--- config.mk ---
export PLATFORM = sky130hd
export DESIGN_NAME = uart_tx_serializer
export DESIGN_NICKNAME = d
export VERILOG_FILES = /design/src/rtl/uart_pkg.sv /design/src/rtl/uart_bit_timer.sv /design/src/rtl/uart_tx_serializer.sv
export SDC_FILE = /design/constraint.sdc
export NUM_CORES = 1
export LEC_CHECK = 0
export ABC_AREA = 1
export BUFFER_PORTS_ARGS = -buffer_cell sky130_fd_sc_hd__buf_2
export CORE_ASPECT_RATIO = 1.25
export CORE_MARGIN = 4
export CORE_UTILIZATION = 50
export CTS_BUF_LIST = sky130_fd_sc_hd__clkbuf_16
export DETAILED_ROUTE_END_ITERATION = 12
export PLACE_DENSITY = 0.67
export SYNTH_ARGS = -nofsm -noshare
export SYNTH_HDL_FRONTEND = slang
export SYNTH_SLANG_ARGS = --single-unit
--- constraint.sdc ---
create_clock -name clk -period 2.4 [get_ports clk]
set_input_delay 0.72 -clock clk [delete_from_list [all_inputs] [get_ports clk]]
set_output_delay 0.72 -clock clk [all_outputs]
set_load 0.01 [all_outputs]
--- src/rtl/uart_pkg.sv ---
// Shared constants for the UART TX/RX slice: FSM state codes, parity modes,
// line levels and the parity helpers.
package uart_pkg;

   localparam logic [2:0] IDLE   = 3'd0;
   localparam logic [2:0] START  = 3'd1;
   localparam logic [2:0] DATA   = 3'd2;
   localparam logic [2:0] PARITY = 3'd3;
   localparam logic [2:0] STOP   = 3'd4;

   localparam logic [1:0] PAR_NONE = 2'b00;
   localparam logic [1:0] PAR_EVEN = 2'b01;
   localparam logic [1:0] PAR_ODD  = 2'b10;

   localparam logic TX_IDLE  = 1'b1;
   localparam logic TX_START = 1'b0;
   localparam logic TX_STOP  = 1'b1;

   // Mode 2'b11 is reserved and behaves like PAR_NONE.
   function automatic logic parity_enabled(input logic [1:0] mode);
      return (mode == PAR_EVEN) || (mode == PAR_ODD);
   endfunction

   // Data is zero-extended to 9 bits by the caller; the padding does not affect XOR.
   function automatic logic parity_bit(input logic [8:0] data, input logic [1:0] mode);
      return (mode == PAR_ODD) ? ~^data : ^data;
   endfunction

endpackage

--- src/rtl/uart_bit_timer.sv ---
// Per-bit baud timer: end_bit marks the last clk of each CLKS_PER_BIT-long bit.
// Shared by the TX serializer and the RX side.
module uart_bit_timer #(
   parameter int CLKS_PER_BIT = 868
) (
   input  logic clk,
   input  logic rst,
   input  logic clear,
   input  logic run,
   output logic end_bit
);

   localparam int CNT_W = $clog2(CLKS_PER_BIT);

   logic [CNT_W-1:0] r_cnt;
   logic             w_end_bit;

   assign w_end_bit = run && (r_cnt == CNT_W'(CLKS_PER_BIT - 1));
   assign end_bit   = w_end_bit;

   // Bit counter: restarts on a new frame and at every bit boundary.
   always_ff @(posedge clk or posedge rst) begin
      if (rst) begin
         r_cnt <= '0;
      end else if (clear || w_end_bit) begin
         r_cnt <= '0;
      end else if (run) begin
         r_cnt <= r_cnt + CNT_W'(1);
      end else begin
         r_cnt <= r_cnt;
      end
   end

endmodule

--- src/rtl/uart_tx_serializer.sv ---
// UART transmit engine: valid/ready word intake, start + DATA_W bits LSB first,
// optional parity and one or two stop bits, with its own baud timing.
module uart_tx_serializer
   import uart_pkg::*;
#(
   parameter int DATA_W       = 8,
   parameter int CLKS_PER_BIT = 868
) (
   input  logic              clk,
   input  logic              rst,
   input  logic [DATA_W-1:0] tx_data,
   input  logic              tx_valid,
   output logic              tx_ready,
   input  logic [1:0]        parity_mode,
   input  logic              stop2,
   output logic              tx,
   output logic              busy,
   output logic              tx_done
);

   localparam int IDX_W = $clog2(DATA_W);

   logic [2:0]        r_state, w_state_nx;
   logic [IDX_W-1:0]  r_idx, w_idx_nx;
   logic              r_stop_idx, w_stop_idx_nx;
   logic [DATA_W-1:0] r_data;
   logic [1:0]        r_par_mode;
   logic              r_stop2;
   logic              r_tx, r_ready, r_busy, r_done;
   logic              w_tx_nx, w_done_nx;
   logic              w_transfer, w_end_bit;
   logic [DATA_W-1:0] w_data_sh;
   logic [8:0]        w_data_ext;

   assign w_transfer = tx_valid && r_ready;

   uart_bit_timer #(.CLKS_PER_BIT(CLKS_PER_BIT)) u_timer (
      .clk     (clk),
      .rst     (rst),
      .clear   (w_transfer),
      .run     (r_busy),
      .end_bit (w_end_bit)
   );

   // State, frame latches and registered outputs.
   always_ff @(posedge clk or posedge rst) begin
      if (rst) begin
         r_state    <= IDLE;
         r_idx      <= '0;
         r_stop_idx <= 1'b0;
         r_data     <= '0;
         r_par_mode <= PAR_NONE;
         r_stop2    <= 1'b0;
         r_tx       <= TX_IDLE;
         r_ready    <= 1'b1;
         r_busy     <= 1'b0;
         r_done     <= 1'b0;
      end else begin
         r_state    <= w_state_nx;
         r_idx      <= w_idx_nx;
         r_stop_idx <= w_stop_idx_nx;
         if (w_transfer) begin
            r_data     <= tx_data;
            r_par_mode <= parity_mode;
            r_stop2    <= stop2;
         end else begin
            r_data     <= r_data;
            r_par_mode <= r_par_mode;
            r_stop2    <= r_stop2;
         end
         r_tx    <= w_tx_nx;
         r_ready <= (w_state_nx == IDLE);
         r_busy  <= (w_state_nx != IDLE);
         r_done  <= w_done_nx;
      end
   end

   // Next-state and bit/stop index sequencing.
   always_comb begin
      w_state_nx    = r_state;
      w_idx_nx      = r_idx;
      w_stop_idx_nx = r_stop_idx;
      case (r_state)
         IDLE: begin
            if (w_transfer) w_state_nx = START;
            else            w_state_nx = IDLE;
         end
         START: begin
            if (w_end_bit) begin
               w_state_nx = DATA;
               w_idx_nx   = '0;
            end else begin
               w_state_nx = START;
            end
         end
         DATA: begin
            if (!w_end_bit) begin
               w_state_nx = DATA;
            end else if (r_idx < IDX_W'(DATA_W - 1)) begin
               w_idx_nx = r_idx + IDX_W'(1);
            end else if (parity_enabled(r_par_mode)) begin
               w_state_nx = PARITY;
            end else begin
               w_state_nx    = STOP;
               w_stop_idx_nx = 1'b0;
            end
         end
         PARITY: begin
            if (w_end_bit) begin
               w_state_nx    = STOP;
               w_stop_idx_nx = 1'b0;
            end else begin
               w_state_nx = PARITY;
            end
         end
         STOP: begin
            if (!w_end_bit) begin
               w_state_nx = STOP;
            end else if (r_stop2 && !r_stop_idx) begin
               w_stop_idx_nx = 1'b1;
            end else begin
               w_state_nx = IDLE;
            end
         end
         default: begin
            w_state_nx    = IDLE;
            w_idx_nx      = '0;
            w_stop_idx_nx = 1'b0;
         end
      endcase
   end

   assign w_data_sh = r_data >> w_idx_nx;

   // Line level follows the state being entered, so tx moves on the transition edge.
   always_comb begin
      w_data_ext               = '0;
      w_data_ext[DATA_W-1:0]   = r_data;
      w_tx_nx                  = TX_IDLE;
      case (w_state_nx)
         START:   w_tx_nx = TX_START;
         DATA:    w_tx_nx = w_data_sh[0];
         PARITY:  w_tx_nx = parity_bit(w_data_ext, r_par_mode);
         STOP:    w_tx_nx = TX_STOP;
         IDLE:    w_tx_nx = TX_IDLE;
         default: w_tx_nx = TX_IDLE;
      endcase
      if ((r_state == STOP) && (w_state_nx == IDLE)) w_done_nx = 1'b1;
      else                                           w_done_nx = 1'b0;
   end

   assign tx       = r_tx;
   assign tx_ready = r_ready;
   assign busy     = r_busy;
   assign tx_done  = r_done;

endmodule

==> results.json, run 1 <==
{
  "status": "finished clean",
  "yosysWarnings": 0,
  "synth.most_common_cell": "nand2_1",
  "fp.dieW_microns": 61.6,
  "r2r_setup_slack_ps": 510,
  "diodes": 0,
  "wl_per_cell_microns": 12.0,
  "insertion_delay_ps": 280,
  "ys_seq_area_frac": 0.448,
  "powerDensity_nw_per_um2": 599,
  "start_kind": "flip-flop",
  "finalCritPeriodShare": 0.787,
  "slew_headroom": 0.712,
  "io_pins": 18,
  "antenna_left": 0,
  "clock_path_buffers": 2,
  "pre_cts_slack_ps": 505,
  "synth_edf_count": 0,
  "die_height_microns": 75.0,
  "grt_pass1_wl_mm": 6.38,
  "cp_top_family": "simple AND/OR/NAND/NOR gates",
  "final_max_slew_viol_count": 0,
  "ys_types": 32,
  "synth.avg_cell_area_sq_um": 7.80,
  "drive_above_1_share": 0.191,
  "finalWirelength_mm": 3.55,
  "rsz0062_at_grt": "no",
  "synth_top_area_share": 0.418,
  "grt.overflow.total": 0,
  "antenna_found_initial": 0,
  "cp_num_buf_inv": 1,
  "cts_root_buf": "clkbuf_16",
  "cap_violations": 0,
  "yosysTopAreaCell": "dfrtp_1",
  "min_period_ps": 1890,
  "post-cts-setup-buffer-count": 0,
  "clkSinkCount": 32,
  "vias_per_cell": 5.07,
  "ys.flop_type": "dfrtp_1",
  "critPathSlowestCell": "dfrtp_1",
  "dp_hpwl_mm": 2.69,
  "timing.final.hold_violations": 0,
  "hold_class": "reg -> reg",
  "finalSetupViolations": 0,
  "drtPass1Iterations": 4,
  "gp_congestion": 0.885,
  "portBuffers": 17,
  "area_delta_synth_final_pct": 17.3,
  "dr.first_iter.drc_count": 45,
  "worstSetupEndpointType": "flip-flop",
  "hold_buffers": 0,
  "power.leakage_nw": 1.11,
  "ir_drop_v": 0.000574,
  "synthArstFlopShare": 1.00,
  "core-area_sq_um": 3480,
  "worstPathCellList": "nand2_2, inv_1, nand4_1, a21oi_4, nand2_4, nand2_1, nand3_1, nand2_1, nand2_1, nand3_1, nand3_1",
  "setup_ws_ps": 512,
  "ys_ff_latch": 32,
  "cp.required_ps": 2600,
  "cts_buffers": 5,
  "grt_start_max_net_pins": 33,
  "syn_nets": 247,
  "clock_skew_ps": 4.49,
  "dp_cells": 287,
  "tightest_slew_ps": 432,
  "timing.fmax_mhz": 530,
  "grt_usage": 0.191,
  "layout.cells.non_filler": 295,
  "nets": 272,
  "start_util": 0.515,
  "post_synth_main_area_contributors": "dfrtp_1 (42%), nand2_1 (13%), inv_1 (6.5%)",
  "syn-cell-area_sq_um": 1790,
  "via_count": 1495,
  "path_clk_slew_ps": 50,
  "drc": 0,
  "fin_util": 0.604,
  "crit_path_max_fanout": 8,
  "yosys-top-cells-count": "nand2_1 (61), inv_1 (31), dfrtp_1 (30)",
  "dieArea_sq_um": 4620,
  "rows": 24,
  "critPathMaxStageDelay_ps": 490,
  "cts_resized": 0,
  "fin_setup_tns_ps": 0,
  "synthCells": 230,
  "cp_data_arrival_time_ps": 2090,
  "htreeDepth": 2,
  "timing_worst_setup_path_type": "reg -> reg",
  "cts_tree": "yes",
  "first_global_vias": 1497
}
worst paths after layout:
check                                                  to  cells past startpoint                       from
worst min-delay path            r_par_mode[1]$_DFFE_PP0P_                      2  r_par_mode[1]$_DFFE_PP0P_
min in group asynchronous                  busy$_DFF_PP0_                      3                        rst
max in group asynchronous                    tx$_DFF_PP1_                      3                        rst
worst min register to register  r_par_mode[1]$_DFFE_PP0P_                      2  r_par_mode[1]$_DFFE_PP0P_
worst max-delay path                         tx$_DFF_PP1_                     11             busy$_DFF_PP0_
worst max register to register               tx$_DFF_PP1_                     11             busy$_DFF_PP0_
metrics by stage:
stage	hold slack [ps]	area, sq um	total power [mW]
finish	484	2100	1.26
global placement	471	1940	0.572
CTS	492	2100	1.28
floorplan	453	1790	0.557
detailed placement	479	1940	0.572
global route	528	2100	1.31
metal layers:
metal	global-route usage	wire length [microns]	vias to the layer above
met5	0	0	-
li1	-	-	777
met1	0.212	1460	683
met2	0.325	1850	27
met3	0.0583	162	8
met4	0.0943	80	0
kinds of logic after synthesis:
family	after synthesis	synth area share
buf+inv	38	0.0802
xor+xnor	11	0.0537
simple gates	119	0.301
compound gates	27	0.0962
fa+ha+maj	3	0.0209
flops	32	0.448
layout by cell type, fill, tap and decap left out, types with 3 or more instances in the layout:
master,instances
o21ai_0,11
buf_4,3
xor2_1,4
inv_2,5
nand4_1,3
a21oi_1,8
nor2_2,4
nand2_1,61
clkbuf_16,5
dfrtp_1,30
nand3_1,19
inv_1,31
nor3_1,4
buf_2,17
ha_1,3
nor2_1,18
xnor2_1,7
worst register-to-register path: stages (launching register included):
cell and delay, ps:
dfrtp_1 490, nand2_2 140, inv_1 130, nand4_1 260, a21oi_4 290, nand2_4 90, nand2_1 60, nand3_1 70
nand2_1 70, nand2_1 70, nand3_1 80, nand3_1 60
sequential cells by signal, summed over array words and instances, names as in the netlist:
| register | count |
|---|---|
| u_timer.r_cnt | 10 |
| busy | 1 |
| tx | 1 |
| r_stop2 | 1 |
| r_par_mode | 2 |
| r_stop_idx | 1 |
| tx_done | 1 |
| r_idx | 3 |
| r_state | 3 |
| r_data | 8 |
| tx_ready | 1 |
area by class of cell:
class / instances / area [sq um]
clock buffer: 5 / 125
timing repair buffer: 20 / 108
clock inverter: 3 / 37.5
sequential: 32 / 803
multi-input combinational: 160 / 847
inverter: 36 / 135
fill: 314 / 1380
tap: 39 / 48.8
where the power goes:
group	switching, mW	leakage, nW	internal, mW
Sequential	0	0.394	0.541
Clock	0.218	0.0789	0.481
Combinational	0.0126	0.636	0.00843
Total	0.230	1.11	1.03
No activity file was read; power rests on OpenSTA's default activity.
==> inputs of run 2 (changes only) <==
Settings changed: PLACE_DENSITY 0.67 to 0.7.
Clock period 2.4 ns to 1.65 ns, I/O delays scaled along.
==> run 2 against run 1 <==
Net effect:
- the flow now finishes with violations (negative setup slack)
- non-clock buffer count grew 35
- first-iteration DRC count grew 69%
- fmax grew 9.2%
- clock power grew 22%
- sequential share of layout area shrank 5.5 points
- combinational power grew 47%
- global-route usage grew 0.56 points
- wire length grew 15%
- die area is the same
- critical endpoint unchanged
- largest power group unchanged
- highest routed layer unchanged
==> results.json, run 2 (synthesis gave the netlist of run 1 again) <==
{
  "largest-register": "u_timer.r_cnt",
  "largest_register_ffs": 10,
  "portBuffers": 17,
  "die_height_microns": 75.0,
  "diodes": 0,
  "insertion_delay_ps": 270,
  "fin_area_sq_um": 2460,
  "grt_usage": 0.196,
  "worstReg2RegEnd": "tx$_DFF_PP1_",
  "tightest_slew_ps": 412,
  "layout_commonest_cell": "nand2_1",
  "wl_per_cell_microns": 12.3,
  "vias_per_cell": 5.01,
  "final_cell_mix": "nand2_1 (54), buf_4 (38), dfrtp_1 (30)",
  "cts_tree": "yes",
  "start_util": 0.515,
  "timing.fmax_mhz": 579,
  "grt_start_max_net_pins": 33,
  "min_period_ps": 1730,
  "seq_power_share": 0.471,
  "wl_met3_microns": 125,
  "timing_worst_setup_path_type": "reg -> reg",
  "clkSinkCount": 32,
  "drtPass1Iterations": 4,
  "p_sw_mw": 0.327,
  "finalCritPeriodShare": 1.05,
  "drt-met1-wl_mm": 1.62,
  "whs_ps": 297,
  "cap_violations": 0,
  "setup_ws_ps": -78.4,
  "clock_skew_ps": 2.89,
  "status": "complete, but fails checks",
  "via_count": 1653,
  "switching_share": 0.196,
  "rows": 24,
  "cts_root_buf": "clkbuf_16",
  "cp.required_ps": 1850,
  "final_max_slew_viol_count": 0,
  "violations": "negative setup slack",
  "r2r_setup_slack_ps": -80,
  "crit_path_max_fanout": 4,
  "dp_hpwl_mm": 2.83,
  "dr.first_iter.drc_count": 76,
  "slew_headroom": 0.725,
  "r2r_cells": 10,
  "fp.dieW_microns": 61.6,
  "path_clk_slew_ps": 50,
  "pwr-share-comb": 0.019,
  "dr.max_layer_used": "met4",
  "ir_drop_v": 0.000703,
  "powerDensity_nw_per_um2": 680,
  "timing.final.hold_violations": 0,
  "core-area_sq_um": 3480,
  "antenna_found_initial": 0,
  "cp_data_arrival_time_ps": 1920,
  "reg2reg_from": "u_timer.r_cnt[1]$_DFFE_PP0P_",
  "nets": 307,
  "finalSetupViolations": 5,
  "worstSetupEndpointType": "flip-flop",
  "drc": 0,
  "rsz0062_at_grt": "yes",
  "io_pins": 18,
  "finalWirelength_mm": 4.07,
  "antenna_left": 0,
  "top_regs": "u_timer.r_cnt (10), r_data (8)",
  "drive_above_1_share": 0.364,
  "met2WireLength_mm": 2.26,
  "grt.overflow.total": 0,
  "area_delta_synth_final_pct": 37.0,
  "first_global_vias": 1573,
  "cts_buffers": 5,
  "hold_buffers": 0,
  "grt_pass1_wl_mm": 6.68,
  "p_int_mw": 1.34,
  "clock_path_buffers": 2,
  "hold_class": "in -> async",
  "htreeDepth": 2,
  "p_clk_frac": 0.511,
  "gp_congestion": 0.946,
  "placed_cell_area_sq_um": 2150,
  "start_kind": "flip-flop",
  "dieArea_sq_um": 4620,
  "power.leakage_nw": 1.28
}
run 2: cell count changes in the layout (fill, tap and decap cells not counted), moves of 2 or more:
cell	delta
or2_4	+2
nand2_1	-7
inv_1	-3
nor2_4	+2
clkinv_2	+2
or2_2	-2
nor3_1	-2
nor3_2	+2
nand2_4	+6
nor2_1	-3
buf_4	+35
inv_2	+3
run 2: layout make-up:
class	count	area [sq um]
multi-input combinational	160	961
timing repair buffer	55	370
fill	272	1030
clock buffer	5	125
sequential	32	803
tap	39	48.8
clock inverter	3	13.8
inverter	36	135
run 2: layer usage:
| metal | track usage | vias up |
|---|---|---|
| met5 | 0 | - |
| met4 | 0.0802 | 0 |
| met3 | 0.0532 | 9 |
| met2 | 0.352 | 26 |
| met1 | 0.214 | 766 |
| li1 | - | 852 |
run 2: through the flow:
step / instances / setup slack, ps / TNS, ps / total power, mW / util
2_1_floorplan: 230 / 12.9 / 0 / 0.811 / -
3_3_place_gp: 314 / -107 / -213 / 0.831 / 0.616
3_5_place_dp: 314 / -129 / -341 / 0.831 / 0.616
4_1_cts: 325 / -90.1 / -147 / 1.69 / 0.672
5_1_grt: 330 / -207 / -1070 / 1.74 / 0.705
6_report: 330 / -78.4 / -214 / 1.67 / 0.705
run 2: power by group through the flow:
stage	Sequential, mW	Clock [mW]	Combinational, mW
2_1_floorplan	0.799	0	0.0115
3_3_place_gp	0.799	0	0.0316
3_5_place_dp	0.799	0	0.0323
4_1_cts	0.786	0.872	0.0322
5_1_grt	0.785	0.918	0.0361
6_report	0.787	0.854	0.0309
run 2: worst max path at each step:
stage                                 startpoint  slack (ps)                end
floorplan           u_timer.r_cnt[0]$_DFFE_PP0P_          10  tx_done$_DFF_PP0_
global placement              r_idx[0]$_DFF_PP0_        -110       tx$_DFF_PP1_
detailed placement            r_idx[0]$_DFF_PP0_        -130       tx$_DFF_PP1_
CTS                 u_timer.r_cnt[4]$_DFFE_PP0P_         -90       tx$_DFF_PP1_
global route        u_timer.r_cnt[1]$_DFFE_PP0P_        -210       tx$_DFF_PP1_
finish              u_timer.r_cnt[1]$_DFFE_PP0P_         -80       tx$_DFF_PP1_
run 2: worst max-delay path, stage by stage (launching register included):
cell	delay (ps)
dfrtp_1	340
ha_2	200
nand2_4	70
inv_2	80
nand4_1	190
buf_4	200
o2111ai_2	210
buf_4	160
nor2_1	50
nand3_1	80
nand3_1	80
run 2: repair_timing:
action	in CTS	in global routing
gates cloned	0	0
gates resized for setup	13	20
buffers inserted	3	5
endpoints found under the setup margin	6	13
pin swaps	9	15
